## src/rtl/mult_shift_add.sv

```systemverilog
// mult_shift_add: multi-cycle signed WIDTH x WIDTH radix-2 shift-and-add multiplier.
// Operands are converted to magnitudes on start, multiplied unsigned over WIDTH
// iterations (one multiplier bit per clock), and the sign is re-applied when the
// result is registered. data_result/data_exception hold until the next completion.
// Build option: define MULT_EARLY_TERM_EN to leave RUN as soon as the remaining
// multiplier bits are all zero (minimum one iteration).
module mult_shift_add #(
  parameter int WIDTH = 32,
  parameter int CNT_W = 5
) (
  input  logic             clock,
  input  logic             resetn,
  input  logic             ctrl_MULT,
  input  logic [WIDTH-1:0] data_operandA,
  input  logic [WIDTH-1:0] data_operandB,
  output logic [WIDTH-1:0] data_result,
  output logic             data_exception,
  output logic             data_resultRDY,
  output logic             busy
);

  typedef enum logic [1:0] {
    IDLE = 2'd0,
    RUN  = 2'd1,
    DONE = 2'd2
  } state_t;

  // Largest magnitude a negative result may have (2^(WIDTH-1)); one more than
  // the largest positive magnitude.
  localparam logic [2*WIDTH-1:0] MAG_LIMIT = (2*WIDTH)'(1) << (WIDTH-1);
  localparam logic [CNT_W-1:0]   LAST_ITER = CNT_W'(WIDTH-1);

  state_t             state;
  logic [2*WIDTH-1:0] product;
  logic [2*WIDTH-1:0] multiplicand;
  logic [WIDTH-1:0]   multiplier;
  logic [CNT_W-1:0]   counter;
  logic               neg;

  logic [WIDTH-1:0]   magA;
  logic [WIDTH-1:0]   magB;
  logic [2*WIDTH-1:0] productSum;
  logic [WIDTH-1:0]   multiplierShift;
  logic [WIDTH-1:0]   productLow;
  logic [WIDTH-1:0]   resultValue;
  logic               overflowFlag;
  logic               runDone;

  // Operand magnitudes, the current iteration's accumulate and the final
  // sign/overflow evaluation, all derived from the pre-edge register values.
  always_comb begin
    magA            = data_operandA[WIDTH-1] ? -data_operandA : data_operandA;
    magB            = data_operandB[WIDTH-1] ? -data_operandB : data_operandB;
    productSum      = multiplier[0] ? (product + multiplicand) : product;
    multiplierShift = multiplier >> 1;
    productLow      = productSum[WIDTH-1:0];
    resultValue     = neg ? -productLow : productLow;
    overflowFlag    = neg ? (productSum > MAG_LIMIT) : (productSum >= MAG_LIMIT);
`ifdef MULT_EARLY_TERM_EN
    runDone         = (counter == LAST_ITER) || (multiplierShift == '0);
`else
    runDone         = (counter == LAST_ITER);
`endif
  end

  // Control FSM and datapath registers; a start request always wins, which
  // gives abort-and-restart from RUN and back-to-back issue from DONE.
  always_ff @(posedge clock or negedge resetn) begin
    if (!resetn) begin
      state          <= IDLE;
      product        <= '0;
      multiplicand   <= '0;
      multiplier     <= '0;
      counter        <= '0;
      neg            <= 1'b0;
      data_result    <= '0;
      data_exception <= 1'b0;
      data_resultRDY <= 1'b0;
      busy           <= 1'b0;
    end else begin
      data_resultRDY <= 1'b0;
      if (ctrl_MULT) begin
        product      <= '0;
        multiplicand <= {{WIDTH{1'b0}}, magA};
        multiplier   <= magB;
        counter      <= '0;
        neg          <= data_operandA[WIDTH-1] ^ data_operandB[WIDTH-1];
        state        <= RUN;
        busy         <= 1'b1;
      end else begin
        case (state)
          RUN: begin
            product      <= productSum;
            multiplicand <= multiplicand << 1;
            multiplier   <= multiplierShift;
            counter      <= counter + CNT_W'(1);
            if (runDone) begin
              state          <= DONE;
              busy           <= 1'b0;
              data_resultRDY <= 1'b1;
              data_result    <= resultValue;
              data_exception <= overflowFlag;
            end
          end
          DONE: begin
            state <= IDLE;
            busy  <= 1'b0;
          end
          default: begin
            state <= IDLE;
            busy  <= 1'b0;
          end
        endcase
      end
    end
  end

endmodule

```

## config.mk

```make
export PLATFORM = sky130hd
export DESIGN_NAME = mult_shift_add
export DESIGN_NICKNAME = d
export VERILOG_FILES = /design/src/rtl/mult_shift_add.sv
export SDC_FILE = /design/constraint.sdc
export NUM_CORES = 1
export LEC_CHECK = 0
export ABC_AREA = 0
export BUFFER_PORTS_ARGS = -buffer_cell sky130_fd_sc_hd__buf_2
export CAP_MARGIN = 20
export CORE_MARGIN = 2
export CORE_UTILIZATION = 47
export DETAILED_ROUTE_END_ITERATION = 10
export GPL_TIMING_DRIVEN = 0
export HOLD_SLACK_MARGIN = 0.08
export REMOVE_ABC_BUFFERS = 1
export SYNTH_ARGS = -nofsm -noshare
export SYNTH_HDL_FRONTEND = slang
export SYNTH_SLANG_ARGS = --single-unit
```

## constraint.sdc

```tcl
create_clock -name clock -period 5.13 [get_ports clock]
set_clock_uncertainty 0.1 [all_clocks]
set_input_delay 0.513 -clock clock [delete_from_list [all_inputs] [get_ports clock]]
set_output_delay 0.513 -clock clock [all_outputs]
set_load 0.005 [all_outputs]
```

# [Yosys cells after proc, flatten, opt, wreduce, memory -nomap -nowiden]
# Index checks and enable logic that the tools add are counted.
[word_totals] elab_cells=46 ff_bits=203 input_bits=67
[classes] addsub=5 order_cmp=2 muxes=22 n_reduce_logical=2 eq_ne=3 bitwise=2
[op_table] operator="64-bit 2-to-1 mux" count=5
[op_table] operator="32-bit 2-to-1 mux" count=5
[op_table] operator="32-bit negation" count=3
[op_table] operator="64-bit adder" count=1
[op_table] operator="64-bit by 32-bit >= comparator with 1-bit output (second input constant)" count=1
[op_table] operator="64-bit by 32-bit > comparator with 1-bit output (second input constant)" count=1
[op_table] operator="5-bit 2-to-1 mux" count=2
[op_table] operator="1-bit 2-to-1 mux" count=7
[op_table] operator="2-bit 2-to-1 mux" count=3
[op_table] operator="5-bit by 1-bit adder with 5-bit output (second input constant)" count=1
[op_table] operator="5-bit == test (second input constant)" count=1
[op_table] operator="3-bit inequality test (second input constant)" count=1
[op_table] operator="3-bit AND reduction" count=1
[op_table] operator="2-bit by 1-bit == test with 1-bit output (second input constant)" count=1
[op_table] operator="2-bit nonzero test" count=1
[op_table] operator="1-bit NOT" count=1
[op_table] operator="1-bit XOR" count=1

# [Longest topological paths before layout]
[depth] word_depth=4 depth_mapped=14

# [Worst setup path before layout]
# No wires, ideal clock.
[synth_path] path_kind="register -> register" start="reg product[0]" end="reg data_result[30]" path_stages_with_launch=14 setup_time_ns=0.130 synth_period_minus_slack_ns=3.849 n_path_buf=0 t_arrival_ns=3.619 setup_slack_ns=1.281 required_time_ns=4.900 cell_sequence="dfrtp_1 > ha_1 > fa_1 > a211oi_2 > o211ai_2 > a21oi_4 > o21ai_1 > xor2_1 > o41a_1 > or4b_4 > or3_4 > o21ai_2 > xnor2_1 > o21ai_1"
[synth_between] elab_chain_cells=4
[synth_rtl] item="start: declaration" line="34" rtl="logic [2*WIDTH-1:0] product;"
[synth_rtl] item="start signal: assignment" line="93" rtl="product <= productSum;"
[synth_rtl] item="64-bit adder" line="54" rtl="productSum = multiplier[0] ? (product + multiplicand) : product;"
[synth_rtl] item="64-bit 2-to-1 mux *" line="54"
[synth_rtl] item="32-bit negation" line="57" rtl="resultValue = neg ? -productLow : productLow;"
[synth_rtl] item="32-bit 2-to-1 mux *" line="57"
[synth_rtl] item="end signal: assignment" line="101" rtl="data_result <= resultValue;"
[synth_rtl] item="end: declaration" line="16" rtl="output logic [WIDTH-1:0] data_result,"
# Every way passes the cells marked *; elsewhere a longest branch is shown, timed or not.
# A chain may end at the register's enable or synchronous reset.

# [Worst setup path after layout]
[layout_path] start="reg product[0]" end="reg data_exception"
[layout_between] elab_chain_cells=4 elab_cells_between_ends=5 classes_between="add/sub: 1; order compare: 2; mux: 2"
[layout_rtl] item="64-bit adder" line="54"
[layout_rtl] item="64-bit 2-to-1 mux *" line="54"
[layout_rtl] item="64-bit by 32-bit >= comparator with 1-bit output or 64-bit by 32-bit > comparator with 1-bit output (tied branches)" line="58" rtl="overflowFlag = neg ? (productSum > MAG_LIMIT) : (productSum >= MAG_LIMIT);"
[layout_rtl] item="1-bit 2-to-1 mux *" line="58"
[layout_rtl] item="end signal: assignment" line="102" rtl="data_exception <= overflowFlag;"
[layout_rtl] item="end: declaration" line="17" rtl="output logic data_exception,"
# Marks and branches as above.

==> impl_metrics.py <==
metrics = {
    "yosys": {
        "ys_top_cells_by_area": "dfrtp_1 33%, nand2_1 8.1%, a21oi_1 5.7%, ha_1 5.5%, o21ai_0 5.3%",
        "async_flop_share": 1.00,
        "muxShareOfSynthArea": 0.0505,
        "netlist_instances": 1950,
        "synth-xor-area-share": 0.0705,
        "yosysSeqAreaShare": 0.325,
        "synth_ff_type": "dfrtp_1",
        "ys_ff_latch": 202,
        "synth_largest_area_cell": "dfrtp_1",
        "synth_area_sq_mm": 0.0155,
        "yosys_warnings": 0,
        "synth_top_family_by_area": "compound AO/OA/AOI/OAI gates",
        "syn_area_per_cell_sq_um": 7.97,
        "synthDistinctLibCells": 84,
        "synthAdderAreaFrac": 0.0561,
        "synthSimpleGateAreaFrac": 0.219,
        "synth_compound_area_frac": 0.243,
        "netlist.area_leader.share": 0.325,
        "synth_edf_count": 0,
    },
    "job": {
        "cap_violations": 0,
    },
    "critical_path": {
        "crit_required_ns": 5.45,
        "cp-start-kind": "register",
        "cp-endpoint": "data_exception",
        "worst-r2r-setup-slack_ns": 0.28,
        "r2r_start": "product[0]",
        "crit_arrival_ns": 5.17,
        "path_class": "reg2reg",
        "crit_path_end_kind": "register",
        "r2r_cells": 13,
        "worstPathMaxFanout": 6,
        "critPathLaunch": "product[0]",
        "r2r-end": "data_exception",
    },
    "floorplan": {
        "core_sq_mm": 0.0325,
        "die_h_um": 186,
        "io_pins": 102,
        "fp.dieW_um": 186,
        "num_rows": 66,
        "start_util": 0.478,
        "die_area_sq_mm": 0.0345,
    },
    "pwr": {
        "combPwrFrac": 0.326,
        "p_sw_mw": 2.05,
        "p_clk_frac": 0.345,
        "pwr-share-seq": 0.330,
        "powerDensity_mw_per_mm2": 324,
        "peakVddDrop_mv": 0.304,
        "leakage_nw": 7.50,
        "internal_power_mw": 3.60,
        "swShare": 0.363,
    },
    "global_route": {
        "grt_max_degree": 156,
        "grt_usage": 0.266,
        "grt.overflow.total": 0,
        "grt_first_pass_wirelength_um": 73200,
        "grt_pass1_vias": 13300,
        "grt_antenna_before_repair": 4,
    },
    "routing": {
        "avgViaCountPerCell": 5.88,
        "final_antenna_net_count": 0,
        "firstDrtPassIters": 5,
        "vias": 14300,
        "wl_per_cell_um": 18.8,
        "drc": 0,
        "drtIter0Drc": 1149,
        "routed_wl_um": 45800,
    },
    "sta": {
        "slew_violations": 0,
        "period_minus_slack_ns": 4.85,
        "setup_slack_ns": 0.279,
        "setup_violations": 0,
        "tightestPinTransition_ns": 0.970,
        "fin_crit_sh": 0.946,
        "fmax_ghz": 0.206,
        "hold_viol": 0,
        "relSlewSlack": 0.351,
        "rsz0062_at_grt": "no",
        "holdWs_ns": 0.117,
    },
    "clock_network": {
        "cts_buffer_depth": 3,
        "post_cts_buffers": 0,
        "clk_latency_ns": 0.55,
        "htreeDepth": 1,
        "clk_pin_slew_ns": 0.06,
        "cts_made_buffers": 25,
        "clkSinkCount": 202,
        "cts_tree": "built",
        "root_buffer": "clkbuf_16",
    },
    "finish": {
        "syn_to_final_growth_pct": 12.3,
        "instances_no_fill": 2437,
        "seq_area_sq_mm": 0.00506,
        "multi_input_area_sq_mm": 0.00996,
        "drive_gt1_frac": 0.104,
        "fillers": 3209,
        "finalNetCount": 2110,
    },
    "run_status": {
        "status": "completed",
    },
    "place": {
        "dp.final_hpwl_um": 34100,
        "gp_congestion": 0.919,
        "port_buffers": 101,
        "dp.cells": 2385,
        "post-place-ws_ns": -0.188,
    },
    "min_path": {
        "hold_path.class": "in2reg",
    },
}
[area by class of cell]
cell class                 instances  area share
multi-input combinational       1605       0.571
sequential                       202       0.290
timing repair buffer             117      0.0492
clock buffer                      35      0.0438
tap                              442      0.0317
clock inverter                    11     0.00890
inverter                          23     0.00495
antenna                            2    0.000287
[cells in the mapped netlist, drive strengths merged (5+ instances only)]
| cell type | n |
|---|---|
| a211oi | 45 |
| a21boi | 9 |
| a21o | 14 |
| a21oi | 184 |
| a221oi | 5 |
| a22oi | 10 |
| a311oi | 9 |
| a31oi | 13 |
| and2 | 13 |
| and3 | 8 |
| buf | 25 |
| clkbuf | 95 |
| dfrtp | 202 |
| ha | 68 |
| inv | 23 |
| mux2i | 75 |
| nand2 | 336 |
| nand2b | 29 |
| nand3 | 29 |
| nand3b | 5 |
| nand4 | 35 |
| nand4b | 5 |
| nor2 | 147 |
| nor2b | 12 |
| nor3 | 42 |
| nor4 | 20 |
| o2111ai | 5 |
| o211ai | 13 |
| o21a | 15 |
| o21ai | 192 |
| o21bai | 14 |
| o311ai | 5 |
| o31ai | 24 |
| o41ai | 12 |
| or2 | 7 |
| or3 | 16 |
| or4 | 12 |
| xnor2 | 93 |
| xor2 | 32 |
[worst min path at each step]
stage / depth (start not counted) / endpoint / startpoint
final: 3 / multiplicand[0] / data_operandA[0]
after global routing: 3 / multiplicand[0] / data_operandA[0]
after CTS: 3 / multiplicand[0] / data_operandA[0]
after detailed placement: 2 / data_result[22] / data_result[22]
after global placement: 2 / data_result[12] / data_result[12]
after floorplan: 0 / counter[0] / resetn
[metal layers]
| metal | GRT usage | vias up | share of wire |
|---|---|---|---|
| met3 | 0.0415 | 58 | 0.062 |
| met4 | 0.0520 | 4 | 0.017 |
| met5 | 0 | - | 0.00037 |
| li1 | - | 7115 | - |
| met1 | 0.395 | 6800 | 0.49 |
| met2 | 0.407 | 347 | 0.43 |
[power by group through the flow]
stage                     clock [mW]  sequential (mW)  combinational [mW]
final                           1.94             1.86                1.84
after global routing            2.04             1.88                2.04
after CTS                       1.99             1.86                1.80
after detailed placement           0             1.89                1.79
after global placement             0             1.91                1.74
after floorplan                    0             1.85                1.28
[sequential cells by signal, indices dropped and copies added, names as in the netlist]
register        count
state               2
counter             5
data_exception      1
product            64
multiplicand       64
data_resultRDY      1
neg                 1
data_result        32
multiplier         32
[cells in the final DEF (no fill, tap or decap), types with 29 or more instances in the layout]
cell      count
nor2_1      147
buf_2        99
mux2i_1      75
nand2_1     335
xnor2_1      93
xor2_1       32
ha_1         68
a211oi_1     40
a21oi_1     178
nor3_1       42
nand3_1      29
o21ai_0     163
dfrtp_1     201
nand4_1      35
[critical path: stages, from the launching register on]
cell and delay, ns:
dfrtp_1 0.40, ha_1 0.27, fa_1 0.48, a211oi_2 0.30, o211ai_2 0.20, and4b_1 0.27
a211oi_2 0.46, nand4_1 0.38, nor3_1 0.33, nand4bb_1 0.34, nor4_2 0.48, o2111ai_1 0.24
nor4_2 0.35, a21oi_1 0.12
[timing repair]
action | in CTS | in global routing
setup endpoints to repair | 1 | 1
endpoints found under the hold margin | 87 | 0
gates resized for setup | 1 | 2
hold buffers | 2 | 0
[cell families after synthesis]
group	count (synthesis)
adders and majority gates	69
and+or+nand+nor	732
DFF	202
buffers and inverters	143
AOI/OAI and AO/OA	601
muxes	78
xor gates and xnor gates	125
[metrics by stage]
step / TNS, ns / total power, mW / area, sq um / utilization
global route: 0 / 5.96 / 17400 / 0.536
detailed placement: -0.188 / 3.69 / 16400 / 0.506
finish: 0 / 5.64 / 17400 / 0.536
CTS: 0 / 5.66 / 17400 / 0.535
floorplan: -396.90 / 3.13 / 15100 / -
global placement: -1061.87 / 3.65 / 16100 / 0.496
Power figures use the tool's default switching activity.
